===== config.mk =====
export PLATFORM = sky130hd
export DESIGN_NAME = snn_frame_sequencer
export DESIGN_NICKNAME = d
export VERILOG_FILES = /design/src/rtl/snn_frame_sequencer.sv
export SDC_FILE = /design/constraint.sdc
export NUM_CORES = 1
export LEC_CHECK = 0
export CAP_MARGIN = 20
export CORE_MARGIN = 8
export CORE_UTILIZATION = 45
export DETAILED_ROUTE_END_ITERATION = 8
export HOLD_SLACK_MARGIN = 0.12
export RECOVER_POWER = 25
export SYNTH_ARGS = -nofsm -noshare
export SYNTH_HDL_FRONTEND = slang
export SYNTH_SLANG_ARGS = --single-unit

===== constraint.sdc =====
create_clock -name clk -period 29.2 [get_ports clk]
set_input_delay 5.84 -clock clk [delete_from_list [all_inputs] [get_ports clk]]
set_output_delay 5.84 -clock clk [all_outputs]
set_load 0.05 [all_outputs]

===== src/rtl/snn_frame_sequencer.sv =====
// -----------------------------------------------------------------------------
// snn_frame_sequencer
//
// Host-side controller for the three-layer spiking network core. Parses a
// byte-stream command protocol (valid/ready), loads weights into the core,
// keeps a shadow copy of the input spike vector, runs N execute ticks,
// counts output spikes per output neuron and reports the counts plus an
// argmax winner over a second valid/ready byte stream.
//
// Commands:
//   0x01 + WEIGHT_BYTES bytes : stream weights into the core
//   0x02 + INPUT_BYTES bytes  : load shadow input vector (first byte = MSB)
//   0x03 + N                  : run N ticks (N=0 means 256), then report
//   other                     : dropped, sets sticky err
//
// Ports:
//   clk, rst_n              clock, synchronous active-low reset
//   s_valid/s_ready/s_data  command/payload byte stream in
//   m_valid/m_ready/m_data  report byte stream out (count[0] first)
//   snn_data                core data_in
//   snn_load_weights        core input_weights
//   snn_execute             core execute
//   snn_spikes              core output spikes
//   winner                  lowest index with maximum count (valid with m_valid)
//   busy                    FSM not idle
//   err                     sticky unknown-opcode flag
// -----------------------------------------------------------------------------
module snn_frame_sequencer #(
  parameter int INPUT_BYTES  = 2,
  parameter int WEIGHT_BYTES = 80,
  parameter int OUTPUTS      = 8,
  parameter int COUNT_BITS   = 8
) (
  input  logic               clk,
  input  logic               rst_n,
  input  logic               s_valid,
  output logic               s_ready,
  input  logic [7:0]         s_data,
  output logic               m_valid,
  input  logic               m_ready,
  output logic [7:0]         m_data,
  output logic [7:0]         snn_data,
  output logic               snn_load_weights,
  output logic               snn_execute,
  input  logic [OUTPUTS-1:0] snn_spikes,
  output logic [2:0]         winner,
  output logic               busy,
  output logic               err
);

  localparam int SH_W   = 8 * INPUT_BYTES;
  localparam int BC_MAX = (WEIGHT_BYTES > INPUT_BYTES) ? WEIGHT_BYTES : INPUT_BYTES;
  localparam int BC_W   = $clog2(BC_MAX + 1);
  localparam int RI_W   = (OUTPUTS > 1) ? $clog2(OUTPUTS) : 1;
  localparam logic [COUNT_BITS-1:0] CNT_MAX = '1;

  typedef enum logic [2:0] {
    ST_IDLE,
    ST_LOAD_W,
    ST_LOAD_I,
    ST_GET_N,
    ST_PRELOAD,
    ST_EXEC,
    ST_REPORT
  } state_t;

  state_t                              r_state;
  logic [BC_W-1:0]                     r_bcnt;
  logic [SH_W-1:0]                     r_shadow;
  logic [SH_W-1:0]                     r_pre;
  logic [7:0]                          r_left;
  logic                                r_exec_q;
  logic [OUTPUTS-1:0][COUNT_BITS-1:0]  r_cnt;
  logic [RI_W-1:0]                     r_rep_idx;
  logic                                r_m_valid;
  logic [7:0]                          r_m_data;
  logic [2:0]                          r_winner;
  logic                                r_err;
  logic [7:0]                          r_snn_data;
  logic                                r_snn_lw;
  logic                                r_snn_exec;

  logic                                w_s_ready;
  logic                                w_accept;
  logic [OUTPUTS-1:0][COUNT_BITS-1:0]  w_cnt_next;
  logic [COUNT_BITS-1:0]               w_best;
  logic [2:0]                          w_win;
  logic [RI_W-1:0]                     w_rep_nxt;

  assign w_s_ready = (r_state == ST_IDLE)   || (r_state == ST_LOAD_W) ||
                     (r_state == ST_LOAD_I) || (r_state == ST_GET_N);
  assign w_accept  = s_valid & w_s_ready;
  assign w_rep_nxt = r_rep_idx + RI_W'(1);

  // Spike samples land one cycle after each execute cycle, so the counters
  // advance whenever the previous cycle had execute asserted.
  genvar gi;
  generate
    for (gi = 0; gi < OUTPUTS; gi++) begin : g_cnt
      assign w_cnt_next[gi] = (r_exec_q && snn_spikes[gi] && (r_cnt[gi] != CNT_MAX))
                              ? r_cnt[gi] + COUNT_BITS'(1) : r_cnt[gi];
    end
  endgenerate

  // Argmax over the post-sample counts so the winner is ready on the same
  // edge that raises m_valid. Strict '>' keeps the lowest index on ties.
  always_comb begin
    w_best = w_cnt_next[0];
    w_win  = 3'd0;
    for (int i = 1; i < OUTPUTS; i++) begin
      if (w_cnt_next[i] > w_best) begin
        w_best = w_cnt_next[i];
        w_win  = 3'(i);
      end
    end
  end

  always_ff @(posedge clk) begin
    if (!rst_n) begin
      r_state    <= ST_IDLE;
      r_bcnt     <= '0;
      r_shadow   <= '0;
      r_pre      <= '0;
      r_left     <= '0;
      r_exec_q   <= 1'b0;
      r_cnt      <= '0;
      r_rep_idx  <= '0;
      r_m_valid  <= 1'b0;
      r_m_data   <= '0;
      r_winner   <= '0;
      r_err      <= 1'b0;
      r_snn_data <= '0;
      r_snn_lw   <= 1'b0;
      r_snn_exec <= 1'b0;
    end else begin
      // Core strobes default low; the core shifts snn_data in whenever both
      // strobes are low, which is why PRELOAD always re-sends the shadow.
      r_snn_lw   <= 1'b0;
      r_snn_exec <= 1'b0;
      r_snn_data <= '0;
      r_exec_q   <= r_snn_exec;
      if (r_exec_q) begin
        r_cnt <= w_cnt_next;
      end

      case (r_state)
        ST_IDLE: begin
          if (w_accept) begin
            r_bcnt <= '0;
            case (s_data)
              8'h01:   r_state <= ST_LOAD_W;
              8'h02:   r_state <= ST_LOAD_I;
              8'h03:   r_state <= ST_GET_N;
              default: r_err   <= 1'b1;
            endcase
          end
        end

        ST_LOAD_W: begin
          if (w_accept) begin
            r_snn_lw   <= 1'b1;
            r_snn_data <= s_data;
            if (r_bcnt == BC_W'(WEIGHT_BYTES - 1)) begin
              r_state <= ST_IDLE;
            end else begin
              r_bcnt <= r_bcnt + BC_W'(1);
            end
          end
        end

        ST_LOAD_I: begin
          if (w_accept) begin
            // Shift left: the first byte ends up in the most significant slot.
            r_shadow <= (r_shadow << 8) | SH_W'(s_data);
            if (r_bcnt == BC_W'(INPUT_BYTES - 1)) begin
              r_state <= ST_IDLE;
            end else begin
              r_bcnt <= r_bcnt + BC_W'(1);
            end
          end
        end

        ST_GET_N: begin
          if (w_accept) begin
            // r_left holds the execute cycles still to issue after the first;
            // the 8-bit wrap of 0-1 gives 255, i.e. 256 ticks for N=0.
            r_left     <= s_data - 8'd1;
            r_snn_data <= r_shadow[SH_W-1 -: 8];
            r_pre      <= r_shadow << 8;
            r_bcnt     <= BC_W'(1);
            r_cnt      <= '0;
            r_state    <= ST_PRELOAD;
          end
        end

        ST_PRELOAD: begin
          if (r_bcnt != BC_W'(INPUT_BYTES)) begin
            r_snn_data <= r_pre[SH_W-1 -: 8];
            r_pre      <= r_pre << 8;
            r_bcnt     <= r_bcnt + BC_W'(1);
          end else begin
            r_snn_exec <= 1'b1;
            r_state    <= ST_EXEC;
          end
        end

        ST_EXEC: begin
          if (r_left != 8'd0) begin
            r_snn_exec <= 1'b1;
            r_left     <= r_left - 8'd1;
          end else if (!r_snn_exec) begin
            // This is the trailing sample cycle of the last execute tick.
            r_state   <= ST_REPORT;
            r_m_valid <= 1'b1;
            r_m_data  <= 8'(w_cnt_next[0]);
            r_winner  <= w_win;
            r_rep_idx <= '0;
          end
        end

        ST_REPORT: begin
          if (m_ready) begin
            if (r_rep_idx == RI_W'(OUTPUTS - 1)) begin
              r_m_valid <= 1'b0;
              r_m_data  <= '0;
              r_state   <= ST_IDLE;
            end else begin
              r_rep_idx <= w_rep_nxt;
              r_m_data  <= 8'(r_cnt[w_rep_nxt]);
            end
          end
        end

        default: r_state <= ST_IDLE;
      endcase
    end
  end

  assign s_ready          = w_s_ready;
  assign busy             = (r_state != ST_IDLE);
  assign err              = r_err;
  assign m_valid          = r_m_valid;
  assign m_data           = r_m_data;
  assign winner           = r_winner;
  assign snn_data         = r_snn_data;
  assign snn_load_weights = r_snn_lw;
  assign snn_execute      = r_snn_exec;

endmodule


## After elaboration in Yosys (flattened, before gate mapping)

Cells that the tools add are included.

- Logic and storage cells: 199
- Input bits: 20
- Output and inout bits: 25
- Register bits: 141

- Bitwise logic cells: 5
- Equality and inequality tests: 38
- $lt $le $gt $ge: 8
- Reduce and logical (&&, ||, !) cells: 38
- Muxes and demuxes: 76
- $add $sub $neg: 12

Operators by type and width:

| cell | count |
|---|---|
| 64-bit 2-to-1 mux | 3 |
| 8-bit 2-to-1 mux | 24 |
| 8-bit by 1-bit adder with 8-bit output, second input constant | 8 |
| 8-bit != test, second input constant | 8 |
| 3-bit 2-to-1 mux | 20 |
| 8-bit > comparator | 7 |
| 7-bit 2-to-1 mux | 7 |
| 7-bit one-hot mux with 5 select lines | 1 |
| 16-bit 2-to-1 mux | 2 |
| 16-bit one-hot mux with 2 select lines | 1 |
| 8-bit one-hot mux with 2 select lines | 2 |
| 2-bit != test, second input constant | 14 |
| 8-bit binary-select mux with 3-bit select | 1 |
| 8-bit one-hot mux with 3 select lines | 1 |
| 3-bit one-hot mux with 7 select lines | 1 |
| 8-bit by 2-bit equality test with 1-bit output, second input constant | 2 |
| 1-bit logical AND | 16 |
| 16-bit by 8-bit bitwise OR with 16-bit output | 1 |
| 8-bit by 1-bit subtractor with 8-bit output, second input constant | 2 |
| 3-bit equality test, second input constant | 4 |
| 12-bit AND reduction | 1 |
| 3-bit AND reduction | 4 |
| 5-bit AND reduction | 2 |
| 3-bit one-hot mux with 3 select lines | 1 |
| other kinds (27) | 44 |

## Depth between registers and ports, before layout

Gate-level depths: netlist of run 1.

- Depth after elaboration: 17
- Depth in mapped cells: 83
- Mapped depth without buffers: 79

## Worst setup path before layout of run 1

No wires, ideal clock.

- Path kind: input port to flip-flop
- From: input snn_spikes[1]
- To: register r_winner[0] (netlist: winner[0])
- Arrival: 18.312 ns
- Stages on the path: 78
- Library setup time: 0.120 ns
- Buffers on the path: 5
- Slack: 10.769 ns
- Required time: 29.080 ns
- Path through: nand2_1 > nor3_1 > nand3_1 > xor2_1 > inv_1 > ha_1 > a21o_1 > a21oi_1 > o21ai_0 > a31oi_1 > o21ai_0 > nand2_1 > clkbuf_1 > o21ai_0 > ha_1 > a21o_1 > a21o_1 > a21oi_1 > (+42 left out) > o21a_1 > o21a_1 > o21ai_0 > a21oi_1 > a211oi_1 > a21oi_1 > clkbuf_1 > clkbuf_1 > nand2_1 > o311ai_0 > ha_1 > a21o_1 > a211o_1 > a21oi_1 > o21ai_0 > o31ai_1 > nand2_1 > o31a_1

- Cells in the longest elaborated chain, start to end: 17
- Elaborated cells between the ends (all ways): 23
- Those cells by class: order compare: 7; mux: 14; reduce/logical: 2

RTL lines:

| element | RTL line | source |
|---|---|---|
| start, declared | 45 | `input logic [OUTPUTS-1:0] snn_spikes,` |
| 1-bit logical AND (*) (2 in series) | 100 | `assign w_cnt_next[gi] = (r_exec_q && snn_spikes[gi] && (r_cnt[gi] != CNT_MAX))` |
| 8-bit 2-to-1 mux (*) | 101 | `? r_cnt[gi] + COUNT_BITS'(1) : r_cnt[gi];` |
| 8-bit > comparator | 111 | `if (w_cnt_next[i] > w_best) begin` |
| 8-bit 2-to-1 mux | 111 |  |
| 8-bit > comparator | 111 |  |
| 8-bit 2-to-1 mux | 111 |  |
| 8-bit > comparator | 111 |  |
| 8-bit 2-to-1 mux | 111 |  |
| 8-bit > comparator | 111 |  |
| 8-bit 2-to-1 mux | 111 |  |
| 8-bit > comparator | 111 |  |
| 8-bit 2-to-1 mux | 111 |  |
| 8-bit > comparator | 111 |  |
| 8-bit 2-to-1 mux | 111 |  |
| 8-bit > comparator | 111 |  |
| 3-bit 2-to-1 mux (*) | 111 |  |
| end signal, assigned | 216 | `r_winner <= w_win;` |
| end, declared | 77 | `logic [2:0] r_winner;` |

Mark *: on every way between the ends. The rest lies on a longest branch, timed or not.
A chain may end at the register's enable or synchronous reset.

## Worst setup path in the final report of run 1

Same ends and word-level chain as after synthesis.

==> results of run 1 <==
metal layers:
| layer | share of wire, % | up-vias | track usage [%] |
|---|---|---|---|
| met3 | 5.3 | 30 | 3.17 |
| met1 | 49 | 3648 | 28.6 |
| li1 | - | 3900 | - |
| met5 | 0 | - | 0 |
| met4 | 1.7 | 0 | 6.57 |
| met2 | 44 | 201 | 29.9 |
registers in the layout, indices dropped and copies added, names as in the netlist, 3 cells and up:
register,cells
r_state,3
r_left,8
winner,3
r_pre,8
r_rep_idx,3
r_bcnt,7
r_shadow,16
m_data,8
r_cnt,64
snn_data,8
metrics by stage:
stage          util (%)  std cells  setup slack [ns]  cell area, um^2  power [W]
2_1_floorplan         -       1069             10.77             9050   0.000226
3_3_place_gp       48.5       1345              8.63             9690   0.000240
3_5_place_dp       48.5       1345              8.32             9690   0.000239
4_1_cts            51.4       1377              8.71            10300   0.000453
5_1_grt            51.4       1378              7.29            10300   0.000468
6_report           51.4       1378              8.46            10300   0.000449
worst min-delay path by stage:
| stage | to | cells after the start | startpoint | slack, ns |
|---|---|---|---|---|
| after floorplan | r_pre[10] | 2 | r_pre[10] | 0.44 |
| after global placement | r_pre[13] | 2 | r_pre[13] | 0.45 |
| after detailed placement | r_pre[13] | 2 | r_pre[13] | 0.46 |
| after CTS | r_pre[13] | 2 | r_pre[13] | 0.47 |
| after global routing | r_shadow[8] | 2 | r_shadow[8] | 0.49 |
| final | r_pre[14] | 2 | r_pre[14] | 0.47 |
worst max-delay path, delay by kind of cell:
family                   cells  cell delay, ns
multiplexers                 4            1.25
buffers and inverters        5            0.92
AO/OA/AOI/OAI               40            7.20
adder cells (fa/ha/maj)      7            2.06
XOR/XNOR                     1            0.19
AND/OR/NAND/NOR             18            3.58
Yosys cell counts, types with 6 or more instances:
cell type	number
and2_1	11
and3_1	15
xor2_1	31
o211a_1	9
clkbuf_1	33
inv_1	60
nor3_1	17
xnor2_1	34
a31oi_1	12
o211ai_1	8
nor2b_1	36
o21ai_0	45
a222oi_1	8
nand3_1	34
dfxtp_1	133
ha_1	69
o211ai_2	6
o21a_1	8
nor2_1	106
or3_1	12
a21boi_0	25
mux2i_1	41
a21oi_1	36
and4_1	9
mux4_2	16
mux2_2	7
nand4_1	19
a21o_1	13
nand2_1	116
power breakdown:
part           switching [W]  internal, W  leakage, nW
Combinational      0.0000294    0.0000206         3.04
Sequential        0.00000250     0.000183         1.07
Clock              0.0000929     0.000121        0.279
final cells by class:
type / instances / area (um^2) / share of cell area [%]
inverters: 60 / 225 / 2.19
clock buffers: 17 / 425 / 4.14
flip-flops and latches: 133 / 2660 / 25.9
well taps: 270 / 338 / 3.29
multi-input cells: 832 / 5980 / 58.2
repair buffers: 51 / 484 / 4.71
clock inverters: 15 / 159 / 1.55
cells by family after synthesis:
family	share of synthesized area, %
adder cells (fa/ha/maj)	9.78
XOR/XNOR	6.29
buffers and inverters	4.56
flip-flops	29.4
AND/OR/NAND/NOR	21.7
AO/OA/AOI/OAI	18.8
multiplexers	9.54
==> reports/results.txt, run 1 <==
Yosys top cell area share = 29.4%
Slew Limit Fails = 59
setup tns final = 0 ns
Worst Skew = 0.0145 ns
final net count = 1,184
HP Class = flip-flop to flip-flop
H-tree depth = 4
dominant cell type by area after synthesis = dfxtp_1
Crit. Startpoint = snn_spikes[1]
largest net degree at the start of global routing = 65
largest fanout on the critical path = 21
Critical Path Sink = winner[0]
post-CTS setup buffer count = 0
row count = 52
unrepaired setup endpoints after global routing = false
Final Hold Vio Count = 0
Leak Pwr = 4.39 nW
reg2reg path depth = 74
Syn Area/Cell = 8.46 um^2
CTS Buf Count = 17
initial DRC count = 565
diode count = 0
I/O pin total = 45
first-pass GRT wire length = 39,000 um
GRT overflow = 0
reg-to-reg critical path startpoint = r_exec_q
DPL Wire Length = 18,400 um
area of the mapped netlist = 0.00905 mm^2
PwrDens = 43.7 mW/mm^2
antenna violations before repair = 0
Final ANT Viol Nets = 0
Mapped Nets = 1,158
FF-to-FF setup slack = 13.42 ns
Fmax = 48.2 MHz
hold buffers post-CTS = 0
fill count = 1,895
Yosys warnings = 0
crit share post-route = 71.0%
DRC viols = 0
CP max-delay cell = a311oi_2
clk_lat worst skew = 0.43 ns
asr flop ratio synth = 0%
Distinct cells, synth = 79
area grow syn2layout = 13.6%
WP data arrival = 21.05 ns
core area = 0.0200 mm^2
Startpoint Class = input port
final WL = 24,100 um
Final setup viols = 0
CTS tree = yes
ys flop type = dfxtp_1
CTS resizes = 0
post-synthesis sequential area ratio = 29.4%
Port Buffers = 44
actual slew at the worst max-slew pin = 2.36 ns
Die Y = 158 um
WS Path Type = input port to flip-flop
Max IR drop VDD = 0.0000382 V
Crit. End Element = flip-flop
GPL Wtd Cong = 0.903
outcome = complete, but fails checks
Worst R2R End = winner[0]
Initial Utilization = 45.3%
gr usage total = 20.0%
clock slew at reported path FFs = 0.07 ns
Post-synth EDFFs = 0
Final Critical Period = 20.74 ns
FF+latch count, synth = 133
share of layout cells above drive strength 1 = 8.84%
CP max stage delay = 0.88 ns
maximum clock path buffer count = 2
commonest non-fill, non-tap cells in the layout = dfxtp_1, nand2_1, nor2_1, ha_1, inv_1
Worst EP required = 29.51 ns
Root Buffer = clkbuf_16
top cells by area, synth = dfxtp_1, ha_1, nand2_1
via count = 7,779
DR pass1 iterations = 5
WL/cell = 17.5 um
max cap viols = 1
die width = 158 um
failing checks = max-capacitance violations, max-slew violations
routed vias/inst = 5.65
Hold Slack = 0.469 ns
Sink Count = 133
Worst slew margin = -57.3%
Die Area = 0.0249 mm^2
vias in the first global route = 7,140
most common cell after layout, fill and taps aside = dfxtp_1
synthesized instance count = 1,069
Power figures use the tool's default switching activity.
==> run 2, diff against run 1 <==
Clock period 29.2 ns to 17.4 ns, I/O delays scaled along.
==> run 2 against run 1 <==
- the run still ends with max-capacitance violations, max-slew violations left
- sequential power increased by 68%
- largest power group unchanged
- highest routed layer unchanged
- power increased by 69%
- die area stayed put
- routed wire length is 2.8% higher
- clock power rose by 65%
- non-clock buffer count grew 38
==> reports/results.txt, run 2 (synthesis results as in run 1) <==
Die Area = 0.0249 mm^2 (unchanged)
CTS Buf Count = 17 (unchanged)
Largest Register = r_cnt (unchanged)
max cap viols = 1 (unchanged)
clk_lat worst skew = 0.43 ns (about the same)
core area = 0.0200 mm^2 (unchanged)
failing checks = max-capacitance violations, max-slew violations (unchanged)
row count = 52 (unchanged)
final net count = 1,223 (was 1,184)
Root Buffer = clkbuf_16 (unchanged)
crit share post-route = 95.9%
Sink Count = 133 (unchanged)
Startpoint Class = input port (unchanged)
share of layout cells above drive strength 1 = 14.5% (was 8.84%)
DPL Wire Length = 18,600 um (was 18,400 um)
GRT overflow = 0 (unchanged)
Final Hold Vio Count = 0 (unchanged)
PwrDens = 70.7 mW/mm^2 (was 43.7 mW/mm^2)
first-pass GRT wire length = 39,200 um (was 39,000 um)
NetSw = 0.000221 W (was 0.000125 W)
initial DRC count = 461 (was 565)
FF-to-FF setup slack = 3.55 ns (was 13.42 ns)
Placement Cell Area = 0.00985 mm^2 (was 0.00969 mm^2)
reg-to-reg critical path startpoint = r_exec_q (unchanged)
maximum clock path buffer count = 2 (unchanged)
Max IR drop VDD = 0.0000596 V (was 0.0000382 V)
hold buffers post-CTS = 0 (unchanged)
Sw Share = 29.1% (was 27.8%)
Port Buffers = 44 (unchanged)
most common cell after layout, fill and taps aside = dfxtp_1 (unchanged)
vias in the first global route = 7,313 (was 7,140)
outcome = complete, but fails checks (unchanged)
Slew Limit Fails = 59 (unchanged)
CTS tree = yes (unchanged)
HP Class = flip-flop to flip-flop (unchanged)
Die Y = 158 um (unchanged)
Final setup viols = 0 (unchanged)
Leak Pwr = 4.61 nW (was 4.39 nW)
I/O pin total = 45 (unchanged)
final WL = 24,800 um (was 24,100 um)
largest fanout on the critical path = 10 (was 21)
WP data arrival = 17.00 ns (was 21.05 ns)
max reg flops = 64 (unchanged)
largest registers = r_cnt (64), r_shadow (16) (unchanged)
WL/cell = 17.5 um (about the same)
Worst EP required = 17.71 ns (was 29.51 ns)
actual slew at the worst max-slew pin = 2.26 ns (was 2.36 ns)
clock slew at reported path FFs = 0.07 ns (about the same)
diode count = 0 (unchanged)
Worst slew margin = -50.7% (was -57.3%)
Int Power = 0.000538 W (was 0.000324 W)
Initial Utilization = 45.3% (unchanged)
CP max stage delay = 0.49 ns (was 0.88 ns)
area grow syn2layout = 18.7% (was 13.6%)
gr usage total = 20.1% (was 20.0%)
DRC viols = 0 (unchanged)
Worst Skew = 0.0111 ns (was 0.0145 ns)
antenna violations before repair = 0 (unchanged)
CP max-delay cell = a311oi_4 (was a311oi_2)
Hold Slack = 0.468 ns (was 0.469 ns)
DR pass1 iterations = 5 (unchanged)
GPL Wtd Cong = 0.935 (was 0.903)
via count = 7,940 (was 7,779)
hold_sp = r_pre[12] (was r_pre[14])
Crit. End Element = flip-flop (unchanged)
H-tree depth = 4 (unchanged)
Final Critical Period = 16.69 ns
routed vias/inst = 5.60 (was 5.65)
WS Path Type = input port to flip-flop (unchanged)
commonest non-fill, non-tap cells in the layout = dfxtp_1, nand2_1, nor2_1, ha_1, inv_1 (unchanged)
Fmax = 59.9 MHz
Clk network pwr share = 46.6% (was 47.6%)
design area = 0.0107 mm^2 (was 0.0103 mm^2)
Flop pwr share = 41.0% (was 41.3%)
die width = 158 um (unchanged)
Final ANT Viol Nets = 0 (unchanged)
largest net degree at the start of global routing = 65 (unchanged)
Combinational Power Share = 12.5% (was 11.1%)
Crit. Startpoint = snn_spikes[1] (unchanged)
## run 2: cell count changes in the layout (fill, tap and decap cells not counted), sizes merged
| cell | before | now |
|---|---|---|
| buf | 7 | 45 |
| bufinv | 1 | 0 |
| clkdlybuf4s50 | 25 | 20 |
| clkinv | 2 | 1 |
| dlygate4sd3 | 18 | 22 |
| dlymetal6s2s | 0 | 1 |
| inv | 69 | 71 |
| nand2 | 116 | 117 |
## run 2: worst max-delay path: cells and delay by family
family / cells / cell delay (ns)
adders and majority gates: 7 / 2.16
and+or+nand+nor: 19 / 3.04
buffers and inverters: 5 / 0.86
AOI/OAI and AO/OA: 36 / 6.19
muxes: 3 / 1.04
xor gates and xnor gates: 1 / 0.20
## run 2: per-layer routing
metal	up-vias	global-route usage, %	wire (um)
met5	-	0	0
met3	28	3.08	1150
met1	3758	28.3	12200
met4	0	5.44	435
met2	175	31.1	10900
li1	3979	-	-
## run 2: metrics by stage
step | worst slack (ns) | total power [W] | std cells | util (%) | setup TNS [ns]
after global routing | -0.0848 | 0.000787 | 1417 | 53.8 | -0.135
final | 0.708 | 0.000759 | 1417 | 53.8 | 0
after detailed placement | -0.266 | 0.000403 | 1366 | 49.3 | -0.692
after CTS | 0.106 | 0.000756 | 1398 | 52.2 | 0
after floorplan | 1.33 | 0.000379 | 1069 | - | 0
after global placement | 0.0123 | 0.000403 | 1366 | 49.3 | 0
## run 2: final timing paths
check                                 end  cells after the start
worst min-delay path            r_pre[12]                      2
worst max-delay path            winner[0]                     71
worst max register to register  winner[0]                     70
worst min register to register  r_pre[12]                      2
## run 2: power groups by stage
stage | combinational (W) | sequential (W) | clock [W]
floorplan | 0.0000616 | 0.000317 | 0
global placement | 0.0000854 | 0.000318 | 0
detailed placement | 0.0000855 | 0.000318 | 0
CTS | 0.0000860 | 0.000311 | 0.000359
global route | 0.000103 | 0.000312 | 0.000373
finish | 0.0000948 | 0.000311 | 0.000353
## run 2: what timing repair did
action	4_1_cts	5_1_grt
buffers inserted	0	15
resized for setup	0	45
endpoints found under the setup margin	0	3
## run 2: final cells by class
type	count	area, um^2
fillers	1923	9230
repair buffers	89	781
clock buffers	17	425
clock inverters	15	148
inverters	60	225
flip-flops and latches	133	2660
well taps	270	338
multi-input cells	833	6160
